**src/rtl/gpr_writeback_queue.sv**
```systemverilog
// gpr_writeback_queue: collects ALU and load writebacks into a small in-order
// FIFO and drains it through the register file's single write port, one entry
// per clock. Publishes a pending-write bitmap for issue-stage interlocks.
//
// Optional feature macro: WB_BYPASS_EN
//   When defined, adds fwd_addr/fwd_hit/fwd_data so a reader can take the
//   youngest queued value for a register instead of stalling on pending.
//
// Handshake: a source's result transfers on a clk edge where its valid and
// ready are both high; the source holds valid/dest/data stable until then.
// Ready depends only on current occupancy (not on the same-cycle pop), and the
// ALU source only gets the last free slot when the load source is idle. When
// both transfer together the load entry is the older of the two.
module gpr_writeback_queue #(
  parameter int DEPTH = 4,
  parameter int CNT_W = 3
) (
  input  logic             clk,
  input  logic             rst,
  input  logic             mem_wb_valid,
  input  logic [2:0]       mem_wb_dest,
  input  logic [15:0]      mem_wb_data,
  output logic             mem_wb_ready,
  input  logic             alu_wb_valid,
  input  logic [2:0]       alu_wb_dest,
  input  logic [15:0]      alu_wb_data,
  output logic             alu_wb_ready,
  output logic             reg_write_en,
  output logic [2:0]       reg_write_dest,
  output logic [15:0]      reg_write_data,
  output logic [7:0]       pending,
  output logic [CNT_W-1:0] count,
  output logic             full,
`ifdef WB_BYPASS_EN
  input  logic [2:0]       fwd_addr,
  output logic             fwd_hit,
  output logic [15:0]      fwd_data,
`endif
  output logic             empty
);

  localparam int PTR_W = (DEPTH > 1) ? $clog2(DEPTH) : 1;

  logic [2:0]       dest_q [DEPTH];
  logic [15:0]      data_q [DEPTH];
  logic [DEPTH-1:0] valid_q;
  logic [PTR_W-1:0] rd_ptr;
  logic [PTR_W-1:0] wr_ptr;
  logic [CNT_W-1:0] count_q;
  logic [CNT_W-1:0] free;
  logic [PTR_W-1:0] alu_slot;
  logic             mem_push;
  logic             alu_push;
  logic             pop;

  // Occupancy view; free slots deliberately ignore this cycle's pop.
  assign free  = CNT_W'(DEPTH) - count_q;
  assign empty = (count_q == '0);
  assign full  = (count_q == CNT_W'(DEPTH));
  assign count = count_q;

  assign mem_wb_ready = (free != '0);
  assign alu_wb_ready = (free >= CNT_W'(2)) || ((free != '0) && !mem_wb_valid);

  assign mem_push = mem_wb_valid && mem_wb_ready;
  assign alu_push = alu_wb_valid && alu_wb_ready;
  // The register file never back-pressures, so the head leaves every cycle.
  assign pop      = !empty;

  // The ALU entry lands behind the load entry when both transfer together.
  assign alu_slot = wr_ptr + PTR_W'(mem_push);

  // Head of the queue drives the write port; zeros when nothing is queued.
  assign reg_write_en   = !empty;
  assign reg_write_dest = empty ? 3'd0  : dest_q[rd_ptr];
  assign reg_write_data = empty ? 16'd0 : data_q[rd_ptr];

  // Control state: pointers, occupancy and per-slot valid bits.
  always_ff @(posedge clk) begin
    if (rst) begin
      rd_ptr  <= '0;
      wr_ptr  <= '0;
      count_q <= '0;
      valid_q <= '0;
    end else begin
      if (pop) begin
        valid_q[rd_ptr] <= 1'b0;
        rd_ptr          <= rd_ptr + PTR_W'(1);
      end
      if (mem_push) valid_q[wr_ptr]   <= 1'b1;
      if (alu_push) valid_q[alu_slot] <= 1'b1;
      wr_ptr  <= wr_ptr + PTR_W'(mem_push) + PTR_W'(alu_push);
      count_q <= count_q + CNT_W'(mem_push) + CNT_W'(alu_push) - CNT_W'(pop);
    end
  end

  // Entry payload storage; only meaningful where the matching valid bit is set.
  always_ff @(posedge clk) begin
    if (!rst && mem_push) begin
      dest_q[wr_ptr] <= mem_wb_dest;
      data_q[wr_ptr] <= mem_wb_data;
    end
    if (!rst && alu_push) begin
      dest_q[alu_slot] <= alu_wb_dest;
      data_q[alu_slot] <= alu_wb_data;
    end
  end

  // Pending bitmap: one bit per register with at least one queued write.
  always_comb begin
    pending = '0;
    for (int i = 0; i < DEPTH; i++) begin
      if (valid_q[i]) pending[dest_q[i]] = 1'b1;
    end
  end

`ifdef WB_BYPASS_EN
  logic [PTR_W-1:0] fwd_idx;

  // Walk from oldest to youngest so the youngest matching entry wins.
  always_comb begin
    fwd_hit  = 1'b0;
    fwd_data = '0;
    fwd_idx  = '0;
    for (int i = 0; i < DEPTH; i++) begin
      fwd_idx = rd_ptr + PTR_W'(i);
      if (valid_q[fwd_idx] && (dest_q[fwd_idx] == fwd_addr)) begin
        fwd_hit  = 1'b1;
        fwd_data = data_q[fwd_idx];
      end
    end
  end
`endif

endmodule
```
**config.mk**
```make
export PLATFORM = sky130hd
export DESIGN_NAME = gpr_writeback_queue
export DESIGN_NICKNAME = d
export VERILOG_FILES = /design/src/rtl/gpr_writeback_queue.sv
export SDC_FILE = /design/constraint.sdc
export NUM_CORES = 1
export LEC_CHECK = 0
export ABC_AREA = 1
export ABC_CLOCK_PERIOD_IN_PS = 3200
export BUFFER_PORTS_ARGS = -buffer_cell sky130_fd_sc_hd__buf_2
export CAP_MARGIN = 20
export CORE_MARGIN = 5
export CORE_UTILIZATION = 25
export DETAILED_ROUTE_END_ITERATION = 10
export HOLD_SLACK_MARGIN = 0.06
export PLACE_DENSITY_LB_ADDON = 0.25
export SKIP_CTS_REPAIR_TIMING = 1
export SYNTH_ARGS = -nofsm -noshare
export SYNTH_HDL_FRONTEND = slang
export SYNTH_SLANG_ARGS = --single-unit
```
**constraint.sdc**
```tcl
create_clock -name clk -period 3.2 [get_ports clk]
set_input_delay 0 -clock clk [delete_from_list [all_inputs] [get_ports clk]]
set_output_delay 0 -clock clk [all_outputs]
set_load 0.05 [all_outputs]
```
==> results of run 1 <==
==> where the power goes <==
| group | switching [mW] | internal (mW) | total (mW) |
|---|---|---|---|
| combinational | 2.47 | 0.788 | 3.26 |
| sequential | 0.181 | 1.61 | 1.79 |
| clock | 0.474 | 0.525 | 0.999 |
| total | 3.12 | 2.92 | 6.04 |
==> synth_stat cells, drive strengths merged <==
| library cell | n | area share (%) |
|---|---|---|
| fa | 2 | 0.75 |
| inv | 38 | 2.7 |
| nor2 | 88 | 6.9 |
| o2111ai | 4 | 0.66 |
| o221ai | 1 | 0.16 |
| clkinv | 1 | 0.070 |
| dfxtp | 13 | 4.9 |
| buf | 35 | 4.7 |
| nand3 | 18 | 1.8 |
| ha | 11 | 2.6 |
| edfxtp | 76 | 43 |
| o21ai | 45 | 4.2 |
| clkbuf | 11 | 1.1 |
| nand4 | 88 | 11 |
| xor2 | 2 | 0.33 |
| o22ai | 2 | 0.23 |
| nand2 | 181 | 13 |
| a21oi | 30 | 2.8 |
==> metal layers <==
layer  vias up  track usage, %  share of wire [%]
met4         0            3.51                1.5
met1      2313            19.8                 47
met2       124            23.1                 47
met3        18            2.46                4.5
li1       2416               -                  -
met5         -               0                  0
==> critical path, delay by kind of cell (launching register included) <==
kind                     cells  cell delay [ns]
buffers and inverters        6             1.14
adder cells (fa/ha/maj)      3             0.83
AND/OR/NAND/NOR              5             0.43
flip-flops                   1             0.33
==> state kept, by name, indices dropped and copies added (netlist names), named ones only <==
signal and cells:
count 3, data_q 64, dest_q 12, rd_ptr 2
valid_q 4, wr_ptr 2
==> final timing paths <==
kind	to	start	slack, ns	cells after the start
max	data_q[3][4]$_DFFE_PP_	count[1]$_SDFF_PP0_	0.21	14
min	data_q[0][4]$_DFFE_PP_	alu_wb_data[4]	0.04	3
max reg2reg	data_q[3][4]$_DFFE_PP_	count[1]$_SDFF_PP0_	0.21	14
min reg2reg	rd_ptr[0]$_SDFFE_PP0N_	rd_ptr[0]$_SDFFE_PP0N_	0.52	1
==> logic make-up after synthesis <==
logic type	after synthesis	share of synthesized area (%)
DFF	89	47.5
xor gates and xnor gates	2	0.328
AOI/OAI and AO/OA	82	8.07
adders and majority gates	13	3.32
and+or+nand+nor	375	32.2
buffers and inverters	85	8.56
==> cell usage in the layout, fill, tap and decap left out <==
cell and n:
fa_1 2, nand2_1 173, o221ai_1 1, o21ai_1 14, o21ai_0 31, inv_1 30
clkinv_2 3, buf_4 15, clkbuf_16 9, dfxtp_1 13, ha_1 9, nand4_2 2
nand3_2 1, buf_2 76, clkinv_1 1, nor2_4 5, nor2_1 83, a21oi_1 30
nand2_4 1, nand2_2 7, nand4_1 86, ha_2 2, inv_2 8, nand3_1 17
edfxtp_1 76, dlygate4sd3_1 30, o22ai_1 2, xor2_1 2, o2111ai_1 4, clkinvlp_4 1
clkinv_4 3
==> stage by stage <==
stage	util (%)	instances	setup WS (ns)	hold slack, ns	instance area (µm²)
floorplan	-	646	0.0184	0.0712	5360
global placement	28.0	966	0.598	0.267	5890
detailed placement	28.0	966	0.512	0.269	5890
CTS	29.3	982	0.485	-0.101	6160
global route	30.7	1012	0.0141	0.0609	6460
finish	30.7	1012	0.206	0.0366	6460
==> area by class of cell <==
class | count | area (µm²)
repair buffers | 121 | 793
clock inverters | 7 | 47.5
multi-input cells | 472 | 2360
fillers | 2251 | 14600
flip-flops and latches | 89 | 2540
well taps | 275 | 344
clock buffers | 9 | 225
inverters | 39 | 148
==> reports/results.tsv, run 1 <==
metric	value	unit
initialDrtViolationCount	403	
timing_hold_violations_final	0	
detail_route.drc_violations	0	
leakagePower	2.76	nW
worst_clock_skew	0.00770	ns
critical_path_required	3.29	ns
drtAntennaViolNets	0	
gp_congestion	0.833	
placement_rows	53	
cp-end-kind	flip-flop	
synthCells	646	
detailroute.via_count	4871	
finalMaxSlewViolations	0	
die-area	0.0244	mm²
detailed_place_hpwl	11.2	mm
timing.slew.headroom	44.9	%
achievable-frequency	334	MHz
clk_pin_slew_worst_paths	0.07	ns
first_global_vias	4616	
detailedRoute.firstPassIterationCount	5	
initial_core_util	25.4	%
critical_path_type	reg -> reg	
data_arrival_time_of_the_critical_path	3.08	ns
cts_tree	built	
grt_pass1_wl	27.0	mm
timing.critical_path.slowest_stage_cell	dlygate4sd3_1	
routed_wirelength	17.3	mm
critical-path-top-cell-by-count	nand2_1	
portBuffers	76	
period_needed	2.99	ns
syn2layout_area_growth	20.8	%
startpoint_type	flip-flop	
top_level_ports	77	
final_net_count	787	
antenna_found_initial	0	
pin_count_of_the_biggest_net_entering_global_routing	78	
clock_sink_count	89	
setup-violations-final	0	
total_power	6.04	mW
cellPowerDensity	935	mW/mm²
worstHoldPathType	in -> reg	
outcome	completed	
rsz0062_at_grt	false	
die-width	156	µm
global_router_s_overall_resource_usage	14.2	%
numCtsBuffers	9	
timing.setup.tns	0	ns
timing.critical_path.cells	inv_1, ha_1, ha_2, inv_2, nand2_1, inv_1, ha_1, inv_2, nor2_4, nand4_2, buf_4, nand2_1, nand2_1, dlygate4sd3_1	
ys_ff_latch	89	
slowest_delay	0.55	ns
timing.final.crit_share	93.5	%
syn-mean-instance-area	8.28	µm²
critical_path_peak_fanout	20	
route.detailed.wl_per_inst	17.1	µm
maxCapViolCount	0	
num_antenna_cells	0	
latest_clock_arrival_within_the_worst_skew_pair	0.35	ns
clk_path_buf_depth	2	
synth.yosys.seq_area_share	47.5	%
fp.dieH	156	µm
syn_area	0.00535	mm²
via_per_inst	4.81	
worst_slew_pin_slew	0.826	ns
synthesized_net_count	701	
clock-root-buffer	clkbuf_16	
drive_gt1_share	18.0	%
global_route.overflow_total	0	
yosysUniqueCellTypes	31	
syn_warnings	0	
core_area	0.0210	mm²
cts.htree.levels	3	
worst_ir_drop_vdd	0.000684	V
No activity file was read; power rests on OpenSTA's default activity.
==> inputs of run 2 (changes only) <==
- ABC_AREA: 1 -> unset
==> run 2 against run 1 <==
Compared with the run above: global-route usage shrank 3.2 points; sequential power is 2% higher; critical path depth decreased by 2; combinational power is 13% lower; clock power increased by 9%; clock skew barely moved; final cell count down 27%; sequential share of layout area is 1.2 points lower; setup slack better by 0.13 ns; power shrank 4.5%; register-to-register slack better by 0.13 ns; critical path type unchanged; critical endpoint is now dest_q[1][1]$_DFFE_PP_.
==> reports/results.tsv, run 2 <==
metric	value	unit	change
timing.final.crit_share	89.5	%	was 93.5%
portBuffers	76		unchanged
antenna_found_initial	0		unchanged
timing.slew.headroom	45.7	%	was 44.9%
global_route.overflow_total	0		unchanged
clk_path_buf_depth	2		unchanged
first_global_vias	3393		was 4,616
numCtsBuffers	9		unchanged
synthCells	340		was 646
worstPathBufferInverterCount	4		was 6
cpLargestDelayFamily	adder cells		was buffers and inverters
syn2layout_area_growth	26.9	%	was 20.8%
critical_path_peak_fanout	9		was 20
routed_wirelength	13.5	mm	was 17.3 mm
syn_warnings	0		unchanged
worstHoldPathType	in -> reg		unchanged
syn-mean-instance-area	15.5	µm²	was 8.28 µm²
post-synth-top-area-fraction	43.4	%	was 42.7%
core_area	0.0209	mm²	was 0.0210 mm²
ys_top_cells_by_area	edfxtp_1, mux2_4, mux4_2		was edfxtp_1, nand2_1, nand4_1
final_net_count	516		was 787
timing.setup.tns	0	ns	unchanged
detailedRoute.firstPassIterationCount	4		was 5
worst_ir_drop_vdd	0.000588	V	was 0.000684 V
worst_clock_skew	0.00816	ns	was 0.00770 ns
critical_path_type	reg -> reg		unchanged
yosysUniqueCellTypes	40		was 31
synthesized_net_count	395		was 701
detail_route.drc_violations	0		unchanged
setup-violations-final	0		unchanged
synth_ff_type	edfxtp_1		unchanged
synth.yosys.seq_area_share	48.4	%	was 47.5%
post-place-ws	0.312	ns	was 0.512 ns
cellPowerDensity	865	mW/mm²	was 935 mW/mm²
clock_sink_count	89		unchanged
global_router_s_overall_resource_usage	11.1	%	was 14.2%
largest_register_ffs	64		unchanged
leakagePower	2.73	nW	was 2.76 nW
postSynth.asyncResetShare	0	%	unchanged
die-width	155	µm	was 156 µm
post_layout_nonfiller_instances	741		was 1,012
timing.critical_path.slowest_stage_cell	dfxtp_2		was dlygate4sd3_1
via_per_inst	4.43		was 4.81
latest_clock_arrival_within_the_worst_skew_pair	0.35	ns	about the same
count_of_flip_flops_with_a_built_in_enable_after_synthesis	76		unchanged
r2r_setup_slack	0.34	ns	was 0.21 ns
rsz0062_at_grt	false		unchanged
placement_rows	53		unchanged
initialDrtViolationCount	216		was 403
largest_registers	data_q (64), dest_q (12), valid_q (4)		unchanged
layout.cells.most_common_list	edfxtp_1, buf_2, mux2_4		was nand2_1, nand4_1, nor2_1
period_needed	2.86	ns	was 2.99 ns
finalMaxSlewViolations	0		unchanged
startpoint_type	flip-flop		unchanged
slowest_delay	0.32	ns	was 0.55 ns
largest_register	data_q		unchanged
drtAntennaViolNets	0		unchanged
outcome	completed		unchanged
syn_area	0.00526	mm²	was 0.00535 mm²
cts.htree.levels	3		unchanged
detailed_place_hpwl	9.68	mm	was 11.2 mm
dpl.cell_count	686		was 966
synthMostInstantiatedCell	edfxtp_1		was nand2_1
cts_tree	built		unchanged
cp-end-kind	flip-flop		unchanged
detailroute.via_count	3281		was 4,871
die-area	0.0240	mm²	was 0.0244 mm²
timing_hold_violations_final	0		unchanged
initial_core_util	25.2	%	was 25.4%
ys_ff_latch	89		unchanged
top_level_ports	77		unchanged
clk_pin_slew_worst_paths	0.06	ns	was 0.07 ns
gp_congestion	0.779		was 0.833
fp.dieH	155	µm	was 156 µm
pin_count_of_the_biggest_net_entering_global_routing	21		was 78
achievable-frequency	349	MHz	was 334 MHz
drive_gt1_share	46.6	%	was 18.0%
synth_commonest_cells	edfxtp_1, mux2_4, and2_1, mux4_2		was nand2_1, nand4_1, nor2_1
data_arrival_time_of_the_critical_path	2.96	ns	was 3.08 ns
critical_path_required	3.29	ns	about the same
route.detailed.wl_per_inst	18.2	µm	was 17.1 µm
post-route-worst-setup-slack	0.337	ns	was 0.206 ns
timing.critical_path.cells	inv_1, ha_1, ha_2, clkinvlp_4, nand2_1, inv_1, ha_1, nand2_1, nor2_1, nand3_4, buf_4, mux2_4		was inv_1, ha_1, ha_2, inv_2, nand2_1, inv_1, ha_1, inv_2, nor2_4, nand4_2, buf_4, nand2_1, nand2_1, dlygate4sd3_1
worst_slew_pin_slew	0.814	ns	was 0.826 ns
maxCapViolCount	0		unchanged
synthDominantAreaCellType	edfxtp_1		unchanged
clock-root-buffer	clkbuf_16		unchanged
num_antenna_cells	0		unchanged
grt_pass1_wl	20.2	mm	was 27.0 mm
## run 2: cell types whose count changed after synthesis, moves of 13 or more
cell and change:
nor2_1 -68, a21oi_1 -29, o21ai_0 -27, mux2_4 +72, buf_2 -20, mux4_2 +19
o21ai_1 -14, nand4_1 -86, and2_1 +19, inv_1 -13, nand3_1 -15, nand2_1 -160
## run 2: path summary, 6_finish.rpt
kind | from | cells past startpoint | end
worst max register to register | count[0]$_SDFF_PP0_ | 12 | dest_q[1][1]$_DFFE_PP_
worst min-delay path | alu_wb_valid | 4 | count[0]$_SDFF_PP0_
worst max-delay path | count[0]$_SDFF_PP0_ | 12 | dest_q[1][1]$_DFFE_PP_
worst min register to register | valid_q[3]$_SDFF_PP0_ | 2 | valid_q[3]$_SDFF_PP0_
## run 2: kinds of logic (layout without fill, tap and decap cells)
family / Yosys count / count (layout) / synth area share [%]
flip-flops: 89 / 89 / 48.4
multiplexers: 96 / 96 / 29.8
adder cells (fa/ha/maj): 13 / 13 / 3.38
buffers and inverters: 35 / 161 / 5.24
AND/OR/NAND/NOR: 77 / 77 / 8.74
AO/OA/AOI/OAI: 24 / 24 / 3.38
XOR/XNOR: 6 / 6 / 1.14
## run 2: power breakdown
group          total (mW)  internal, mW  leakage, nW  switching, mW
registers            1.83          1.59        0.804          0.241
logic                2.85          1.07         1.78           1.78
clock network        1.09         0.618        0.149          0.468
## run 2: metal layers
metal  vias to the layer above  global-route usage, %  wire (µm)
li1                       1526                      -          -
met1                      1638                   14.0       5960
met2                       102                   18.4       6550
met3                        15                   2.87        735
met4                         0                   3.70        212
met5                         -                      0          0
## run 2: final cells by class
class                   instances  area (µm²)
repair buffers                128         956
well taps                     275         344
clock inverters                 6        76.3
clock buffers                  10         229
fillers                      2088       14200
multi-input cells             216        2450
flip-flops and latches         89        2550
inverters                      17        67.6
## run 2: worst reg2reg max path, cell delays in order, from the launching register on
cell and delay, ns:
dfxtp_2 0.32, inv_1 0.12, ha_1 0.20, ha_2 0.24
clkinvlp_4 0.10, nand2_1 0.08, inv_1 0.06, ha_1 0.32
nand2_1 0.06, nor2_1 0.30, nand3_4 0.23, buf_4 0.29
mux2_4 0.32
## run 2: per-stage QoR
stage / cell area [µm²] / util, % / power [mW] / hold WS (ns)
after floorplan: 5280 / - / 4.00 / 0.0642
after global placement: 5980 / 28.6 / 4.71 / 0.346
after detailed placement: 5980 / 28.6 / 4.73 / 0.355
after CTS: 6280 / 30.1 / 5.84 / -0.0132
after global routing: 6670 / 31.9 / 6.10 / 0.181
final: 6670 / 31.9 / 5.77 / 0.128
